## src/rtl/oisc_pkg.sv

```systemverilog
// Shared definitions for the move-only core: move-map addresses, FSM states
// and the literal sign-extension helper.
package oisc_pkg;

    localparam int OISC_ZERO     = 'h0000;
    localparam int OISC_PC       = 'h0001;
    localparam int OISC_IMM      = 'h0002;
    localparam int OISC_MAR      = 'h0003;
    localparam int OISC_MEM      = 'h0004;
    localparam int OISC_COND     = 'h0005;
    localparam int OISC_HALT     = 'h0007;
    localparam int OISC_OPA      = 'h0008;
    localparam int OISC_ADD      = 'h0009;
    localparam int OISC_SUB      = 'h000A;
    localparam int OISC_RES      = 'h000B;
    localparam int OISC_GPR_BASE = 'h0020;

    typedef enum logic [2:0] {
        IDLE,
        FETCH,
        EXEC,
        MEMRD,
        MEMWR
    } oiscState;

    // Sign-extends the low 'width' bits of value to 64 bits; callers truncate.
    function automatic logic [63:0] signExtend(input logic [63:0] value, input int width);
        logic signed [63:0] shifted;
        shifted = $signed(value << (64 - width));
        return shifted >>> (64 - width);
    endfunction

endpackage

```

## src/rtl/oisc_regfile.sv

```systemverilog
// General-purpose register file: one combinational read port, one synchronous
// write port, entry 0 always reads as zero.
module oisc_regfile #(
    parameter int DW   = 32,
    parameter int NGPR = 32,
    parameter int GW   = 5
) (
    input  logic          CLK,
    input  logic          RST,
    input  logic [GW-1:0] readAddr,
    output logic [DW-1:0] readData,
    input  logic          writeEnable,
    input  logic [GW-1:0] writeAddr,
    input  logic [DW-1:0] writeData
);

    logic [DW-1:0] regs [NGPR];

    assign readData = (readAddr == '0) ? '0 : regs[readAddr];

    always_ff @(posedge CLK) begin
        if (RST) begin
            for (int i = 0; i < NGPR; i++) begin
                regs[i] <= '0;
            end
        end else if (writeEnable && (writeAddr != '0)) begin
            regs[writeAddr] <= writeData;
        end
    end

endmodule

```

## src/rtl/oisc_move_core.sv

```systemverilog
// Second-generation move-only core: each instruction moves one source to one
// destination, with side effects (jump, skip, halt, ALU, SDRAM) keyed on address.
module oisc_move_core
    import oisc_pkg::*;
#(
    parameter int DW   = 32,
    parameter int MW   = 16,
    parameter int NGPR = 32,
    parameter int AW   = 16,
    parameter int PCW  = 16
) (
    input  logic            CLK,
    input  logic            RST,
    input  logic            Start,
    input  logic            Reset,
    output logic            Busy,
    output logic [PCW-1:0]  InstructionAddr,
    output logic            InstructionReadReady,
    input  logic            InstructionReadValid,
    input  logic [2*MW-1:0] InstructionReadData,
    output logic            SDRAMReadReady,
    input  logic            SDRAMReadValid,
    input  logic [DW-1:0]   SDRAMReadData,
    output logic [AW-1:0]   SDRAMReadAddr,
    input  logic            SDRAMWriteReady,
    output logic            SDRAMWriteValid,
    output logic [DW-1:0]   SDRAMWriteData,
    output logic [AW-1:0]   SDRAMWriteAddr
);

    localparam int GW = (NGPR > 1) ? $clog2(NGPR) : 1;

    oiscState       state, nextState;
    logic [PCW-1:0] pc;
    logic [DW-1:0]  imm, opa, res, wrData;
    logic [AW-1:0]  mar;
    logic [MW-1:0]  srcReg, dstReg;
    logic [DW-1:0]  srcValue, moveValue, gprReadData;
    logic           fetchAccept, commit, wrLoad, pcAdvance;

    function automatic logic isGpr(input logic [MW-1:0] a);
        return (int'(a) >= OISC_GPR_BASE) && (int'(a) < OISC_GPR_BASE + NGPR);
    endfunction

    function automatic logic [GW-1:0] gprIndex(input logic [MW-1:0] a);
        logic [MW-1:0] offset;
        offset = a - MW'(OISC_GPR_BASE);
        return offset[GW-1:0];
    endfunction

    oisc_regfile #(.DW(DW), .NGPR(NGPR), .GW(GW)) regfile (
        .CLK        (CLK),
        .RST        (RST),
        .readAddr   (gprIndex(srcReg)),
        .readData   (gprReadData),
        .writeEnable(commit && isGpr(dstReg)),
        .writeAddr  (gprIndex(dstReg)),
        .writeData  (moveValue)
    );

    // MEM as a source is not handled here; it comes from SDRAM in MEMRD.
    always_comb begin
        srcValue = '0;
        if (isGpr(srcReg)) begin
            srcValue = gprReadData;
        end else begin
            case (srcReg)
                MW'(OISC_PC):  srcValue = DW'(pc);
                MW'(OISC_IMM): srcValue = imm;
                MW'(OISC_MAR): srcValue = DW'(mar);
                MW'(OISC_OPA): srcValue = opa;
                MW'(OISC_RES): srcValue = res;
                default:       srcValue = '0;
            endcase
        end
    end

    always_ff @(posedge CLK) begin
        if (RST) begin
            state <= IDLE;
        end else begin
            state <= nextState;
        end
    end

    always_comb begin
        nextState   = state;
        fetchAccept = 1'b0;
        commit      = 1'b0;
        wrLoad      = 1'b0;
        pcAdvance   = 1'b0;
        moveValue   = (state == MEMRD) ? SDRAMReadData : srcValue;
        case (state)
            IDLE: begin
                if (Start) nextState = FETCH;
            end
            FETCH: begin
                if (InstructionReadValid) begin
                    fetchAccept = 1'b1;
                    nextState   = EXEC;
                end
            end
            EXEC: begin
                if (srcReg == MW'(OISC_MEM)) begin
                    nextState = MEMRD;
                end else if (dstReg == MW'(OISC_MEM)) begin
                    wrLoad    = 1'b1;
                    nextState = MEMWR;
                end else begin
                    commit    = 1'b1;
                    nextState = (dstReg == MW'(OISC_HALT)) ? IDLE : FETCH;
                end
            end
            MEMRD: begin
                if (SDRAMReadValid) begin
                    if (dstReg == MW'(OISC_MEM)) begin
                        wrLoad    = 1'b1;
                        nextState = MEMWR;
                    end else begin
                        commit    = 1'b1;
                        nextState = (dstReg == MW'(OISC_HALT)) ? IDLE : FETCH;
                    end
                end
            end
            MEMWR: begin
                if (SDRAMWriteReady) begin
                    pcAdvance = 1'b1;
                    nextState = FETCH;
                end
            end
            default: nextState = IDLE;
        endcase
        // Soft reset aborts whatever is in flight, including a pending handshake.
        if (Reset) begin
            nextState   = IDLE;
            fetchAccept = 1'b0;
            commit      = 1'b0;
            wrLoad      = 1'b0;
            pcAdvance   = 1'b0;
        end
    end

    always_ff @(posedge CLK) begin
        if (RST) begin
            pc     <= '0;
            imm    <= '0;
            mar    <= '0;
            opa    <= '0;
            res    <= '0;
            wrData <= '0;
            srcReg <= '0;
            dstReg <= '0;
        end else begin
            if (fetchAccept) begin
                srcReg <= InstructionReadData[2*MW-1:MW];
                dstReg <= InstructionReadData[MW-1:0];
            end
            if (wrLoad) wrData <= moveValue;
            if (commit) begin
                case (dstReg)
                    MW'(OISC_IMM): imm <= DW'(signExtend(64'(srcReg), MW));
                    MW'(OISC_MAR): mar <= AW'(moveValue);
                    MW'(OISC_OPA): opa <= moveValue;
                    MW'(OISC_ADD): res <= opa + moveValue;
                    MW'(OISC_SUB): res <= opa - moveValue;
                    default: ;
                endcase
            end
            if (Reset) begin
                pc <= '0;
            end else if (commit) begin
                if (dstReg == MW'(OISC_PC)) begin
                    pc <= PCW'(moveValue);
                end else if ((dstReg == MW'(OISC_COND)) && (moveValue == '0)) begin
                    pc <= pc + PCW'(2);
                end else begin
                    pc <= pc + PCW'(1);
                end
            end else if (pcAdvance) begin
                pc <= pc + PCW'(1);
            end
        end
    end

    assign Busy                 = (state != IDLE);
    assign InstructionAddr      = pc;
    assign InstructionReadReady = (state == FETCH) && !Reset;
    assign SDRAMReadReady       = (state == MEMRD);
    assign SDRAMReadAddr        = mar;
    assign SDRAMWriteValid      = (state == MEMWR);
    assign SDRAMWriteData       = wrData;
    assign SDRAMWriteAddr       = mar;

endmodule

```

## config.mk

```make
export PLATFORM = sky130hd
export DESIGN_NAME = oisc_move_core
export DESIGN_NICKNAME = d
export VERILOG_FILES = /design/src/rtl/oisc_pkg.sv /design/src/rtl/oisc_regfile.sv /design/src/rtl/oisc_move_core.sv
export SDC_FILE = /design/constraint.sdc
export NUM_CORES = 2
export LEC_CHECK = 0
export ABC_CLOCK_PERIOD_IN_PS = 19000
export BUFFER_PORTS_ARGS = -buffer_cell sky130_fd_sc_hd__buf_2
export CORE_AREA = 4 4 351 353
export CTS_CLUSTER_DIAMETER = 150
export CTS_CLUSTER_SIZE = 28
export DETAILED_ROUTE_END_ITERATION = 8
export DIE_AREA = 0 0 355 357
export GPL_ROUTABILITY_DRIVEN = 0
export GPL_TIMING_DRIVEN = 0
export PLACE_DENSITY_LB_ADDON = 0.08
export SLEW_MARGIN = 10
export SYNTH_ARGS = -nofsm -noshare
export SYNTH_HDL_FRONTEND = slang
export SYNTH_SLANG_ARGS = --single-unit
```

## constraint.sdc

```tcl
create_clock -name CLK -period 19 [get_ports CLK]
set_clock_uncertainty 0.1 [all_clocks]
set_input_delay 3.8 -clock CLK [delete_from_list [all_inputs] [get_ports CLK]]
set_output_delay 3.8 -clock CLK [all_outputs]
set_load 0.01 [all_outputs]
```

Word level (Yosys, flattened, before mapping)

Memories as Yosys holds them, arrays and structs flattened.
Index checks and enable logic that the tools add are counted.

Flip-flop bits (word level): 179
Memory bits (writable): 1024
Input port bits: 71
Output and inout bits: 84
Logic and storage cells: 105
Memories kept: 1

Memory list:

| name         | depth | width | read ports | clocked after memory_dff | write ports | line               | source |
|---|---|---|---|---|---|---|---|
| regfile.regs | 32    | 32    | 1          | 0                        | 32          | oisc_regfile.sv:17 | `logic [DW-1:0] regs [NGPR];` |

Add/subtract/negate cells: 6
$lt $le $gt $ge: 4
Equality and inequality tests: 23
Muxes and demuxes: 41
Reduce and logical (&&, ||, !) cells: 21

Operator list:

| kind                  | count |
|---|---|
| $pmux 32 s5           | 1 |
| $mux 32               | 4 |
| $eq 16x4->1 const B   | 5 |
| $eq 16x2->1 const B   | 4 |
| $eq 16x3->1 const B   | 4 |
| $mux 16               | 4 |
| $pmux 32 s2           | 1 |
| $add 32x32->32        | 1 |
| $eq 16x1->1 const B   | 2 |
| $ge 16x6->1 const B   | 2 |
| $logic_not 32->1      | 1 |
| $lt 16x7->1 const B   | 2 |
| $reduce_or 32->1      | 1 |
| $sub 32x32->32        | 1 |
| $mux 1                | 21 |
| $mux 3                | 6 |
| $add 16x1->16 const B | 1 |
| $add 16x2->16 const B | 1 |
| $pmux 3 s5            | 1 |
| $sub 5x1->5 const B   | 2 |
| $reduce_and 2->1      | 4 |
| $eq 3x2->1 const B    | 2 |
| $logic_and 1x1->1     | 6 |
| $ne 2x2->1 const B    | 3 |
| other kinds (13)      | 15 |

Depth between registers and ports, before layout

Depth after elaboration: 12
Mapped depth: 33
Depth with buffers taken out: 24

Modules after synthesis

A second synthesis with hierarchy kept.

Cell total of the unflattened synthesis: 4480
Area total of the unflattened synthesis: 57820.5 um2

Modules (own cells, without submodules):

| module         | times used | cells each | area each (um2) | seq. area each (um2) |
|---|---|---|---|---|
| oisc_regfile   | 1          | 2952       | 46475.8         | 30749.5 |
| oisc_move_core | 1          | 1528       | 11344.6         | 3583.4 |

Worst setup path after synthesis

Ideal clock, no wire load.

Path kind: in2out
Start: input port Reset
End: output port InstructionReadReady
Data arrival time: 4.358 ns
Required time: 15.100 ns
Slack: 10.742 ns
Stages on the path: 1
Path buffers: 0
Path through: nor4b_1

Cells in the longest elaborated chain, start to end: 2

RTL lines:

| what              | line                  | source |
|---|---|---|
| from (decl)       | oisc_move_core.sv:15  | `input logic Reset,` |
| $logic_not 1->1   | oisc_move_core.sv:187 | `assign InstructionReadReady = (state == FETCH) && !Reset;` |
| $logic_and 1x1->1 | oisc_move_core.sv:187 |  |
| to (decl)         | oisc_move_core.sv:18  | `output logic InstructionReadReady,` |

No other way between the ends.

==> reports/summary.txt <==
outcome = finished clean
die height = 357 µm
post-route ant nets = 0
GR Overflow Total = 0
Clk Latency, worst-skew pair = 0.73 ns
Final Hold Fails = 0
Total GRT Usage = 0.340
beginning of the worst hold path = res[2]$_SDFFE_PP0P_
Core Area = 120000 µm²
Avg WL per Cell = 35.0 µm
reg2reg end = res[31]$_SDFFE_PP0P_
slew margin rel. = 0.0609
number of global-route vias before repair = 37423
Design Power = 4.67 mW
total number of vias = 39503
Worst Tran Pin Value = 1.41 ns
drt pass-1 iters = 6
Max Cap Violations = 0
CTS tree = built
worst min-delay path class = reg -> reg
commonest non-fill, non-tap cell in the layout = nor2_1
Post-route DRC = 0
PostCTS Resize Cnt = 0
CP Launch Type = flop
sequential share of the synthesized area = 0.628
R2R cell count = 31
count of cell types in the netlist = 87
yosys warns = 0
Max Freq = 0.0896 GHz
Final min period = 11.17 ns
root buf cell = clkbuf_16
Worst setup EP type = flop
EDFF count, synth = 1024
power density cells = 78.2 nW/µm²
Port Buffer Count = 153
DIE WIDTH = 355 µm
RSZ-0062 raised after global routing = false
synthesized area = 54800 µm²
CTS hold repair buffers = 0
synthesis-to-layout area growth = 8.97%
dpl cells = 6163
Inserted Clock Buffers = 49
R2R setup slack = 7.83 ns
flop and latch count out of synthesis = 1208
H-Tree Depth = 2
Max rail drop VDD = 72.7 µV
ys flop type = edfxtp_1
Ports = 155
Hold EP = res[2]$_SDFFE_PP0P_
clock-pin slew on the worst setup and hold paths = 0.12 ns
setup TNS = 0 ns
period utilization = 0.588
biggest cell delay along the critical path = 0.85 ns
Post-Syn Instances = 4345
Arrival @ worst endpoint = 11.71 ns
Setup Crit Path Kind = reg -> reg
CP Max Fanout = 10
critical path data required time = 19.54 ns
most frequent CP cell = buf_2
fin. max-slew vios = 0
share of flip-flops with an asynchronous set or reset = 0
largest net degree at the start of global routing = 33
Die Area = 127000 µm²
row cnt = 127
Synth Area per Inst = 12.6 µm²
first-pass GRT wire length = 299000 µm
most frequent cells in the layout = nor2_1, edfxtp_1, clkbuf_1
Post-Layout Cell Count = 6239
hold path cells = 2
CTS sink cnt = 1208
vias per inst = 6.33
initial antenna violation count = 7
final setup fails = 0
postcts setup bufs = 0
layout cells sized above 1 = 0.143
Starting Density = 0.457
total wire length = 219000 µm
DR iter-0 viols = 6393
HPWL Detailed = 151000 µm
Final nets = 4708
clock buffer depth = 3
critical path's slowest cell = buf_1
Pleak = 19.4 nW
==> power by group <==
part | switching, mW | leakage [nW] | internal (mW)
clock | 0.869 | 0.666 | 0.503
sequential | 0.0234 | 12.0 | 2.94
combinational | 0.220 | 6.73 | 0.116
==> cells by family (layout without fill, tap and decap cells) <==
| family | Yosys count | count (layout) | share of synthesized area |
|---|---|---|---|
| simple gates | 1685 | 1685 | 0.127 |
| flops | 1208 | 1208 | 0.628 |
| compound gates | 557 | 557 | 0.0679 |
| buf+inv | 429 | 675 | 0.0338 |
| mux | 358 | 358 | 0.124 |
| xor+xnor | 72 | 72 | 0.0115 |
| fa+ha+maj | 35 | 35 | 0.00813 |
| other cells | 1 | 37 | 0.0000684 |
==> synthesized netlist by cell type, types with 12 or more instances <==
cell / count / share of area
buf_4: 31 / 0.0042
buf_1: 44 / 0.0030
nor4_1: 12 / 0.0014
nor2b_1: 25 / 0.0029
mux2_2: 17 / 0.0035
a221oi_1: 18 / 0.0029
nand3_1: 33 / 0.0030
edfxtp_1: 1024 / 0.56
a211oi_1: 46 / 0.0063
o22ai_1: 15 / 0.0017
dfxtp_1: 184 / 0.067
nor2_1: 1217 / 0.083
a22o_1: 27 / 0.0043
a21oi_1: 169 / 0.015
mux2i_1: 88 / 0.016
and2_1: 15 / 0.0017
clkbuf_1: 278 / 0.019
xor2_1: 24 / 0.0038
mux4_2: 253 / 0.10
a31oi_1: 19 / 0.0022
or3_1: 12 / 0.0014
nand4_1: 12 / 0.0014
a221o_1: 14 / 0.0026
o21ai_0: 101 / 0.0092
nand2_1: 239 / 0.016
nor3_1: 16 / 0.0015
inv_1: 19 / 0.0013
a22oi_1: 37 / 0.0051
and3_1: 12 / 0.0014
buf_2: 42 / 0.0038
xnor2_1: 48 / 0.0077
ha_1: 34 / 0.0078
nand2b_1: 42 / 0.0048
==> how the worst max path moves through the flow <==
stage | from | endpoint | cells past startpoint
final | flop | res[31]$_SDFFE_PP0P_ | 31
after global routing | flop | res[31]$_SDFFE_PP0P_ | 31
after CTS | flop | res[31]$_SDFFE_PP0P_ | 31
after detailed placement | flop | res[31]$_SDFFE_PP0P_ | 31
after global placement | flop | res[31]$_SDFFE_PP0P_ | 31
after floorplan | Reset | InstructionReadReady | 1
==> metrics by stage <==
| stage | area [µm²] | setup slack [ns] | util | hold WS [ns] |
|---|---|---|---|---|
| after floorplan | 54900 | 10.74 | - | 0.331 |
| after global placement | 57700 | 8.18 | 0.482 | 0.341 |
| after detailed placement | 58300 | 8.20 | 0.487 | 0.346 |
| after CTS | 59700 | 8.14 | 0.498 | 0.363 |
| after global routing | 59700 | 7.57 | 0.498 | 0.382 |
| final | 59700 | 7.83 | 0.498 | 0.362 |
==> flip-flops by register name (all words and copies together) (netlist names), named ones only <==
| signal | count |
|---|---|
| SDRAMReadAddr | 16 |
| state | 3 |
| SDRAMWriteData | 32 |
| regfile.regs | 1024 |
| res | 32 |
| imm | 16 |
| InstructionAddr | 16 |
| srcReg | 16 |
| dstReg | 16 |
| opa | 32 |
==> critical path: cells and delay by family (launching register included) <==
family / cells / cell delay, ns
AOI/OAI and AO/OA: 14 / 3.81
xor gates and xnor gates: 2 / 0.36
adders and majority gates: 2 / 0.68
buffers and inverters: 8 / 4.39
DFF: 1 / 0.32
muxes: 1 / 0.45
and+or+nand+nor: 4 / 0.96
==> layout make-up <==
class | instances | area, µm²
diodes | 5 | 12.5
clock buffers | 69 | 1340
multi-input cells | 2739 | 18800
plain buffers | 405 | 1780
fillers | 10774 | 60100
clock inverters | 2 | 38.8
well taps | 1612 | 2020
flip-flops and latches | 1208 | 34400
inverters | 24 | 90.1
repair buffers | 175 | 1190
==> metal layers <==
metal	vias up	part of all wire	global-route usage
li1	16244	-	-
met1	20120	0.38	0.450
met2	2660	0.45	0.530
met3	475	0.11	0.0823
met4	4	0.057	0.162
met5	-	0.00033	0
Power figures use the tool's default switching activity.
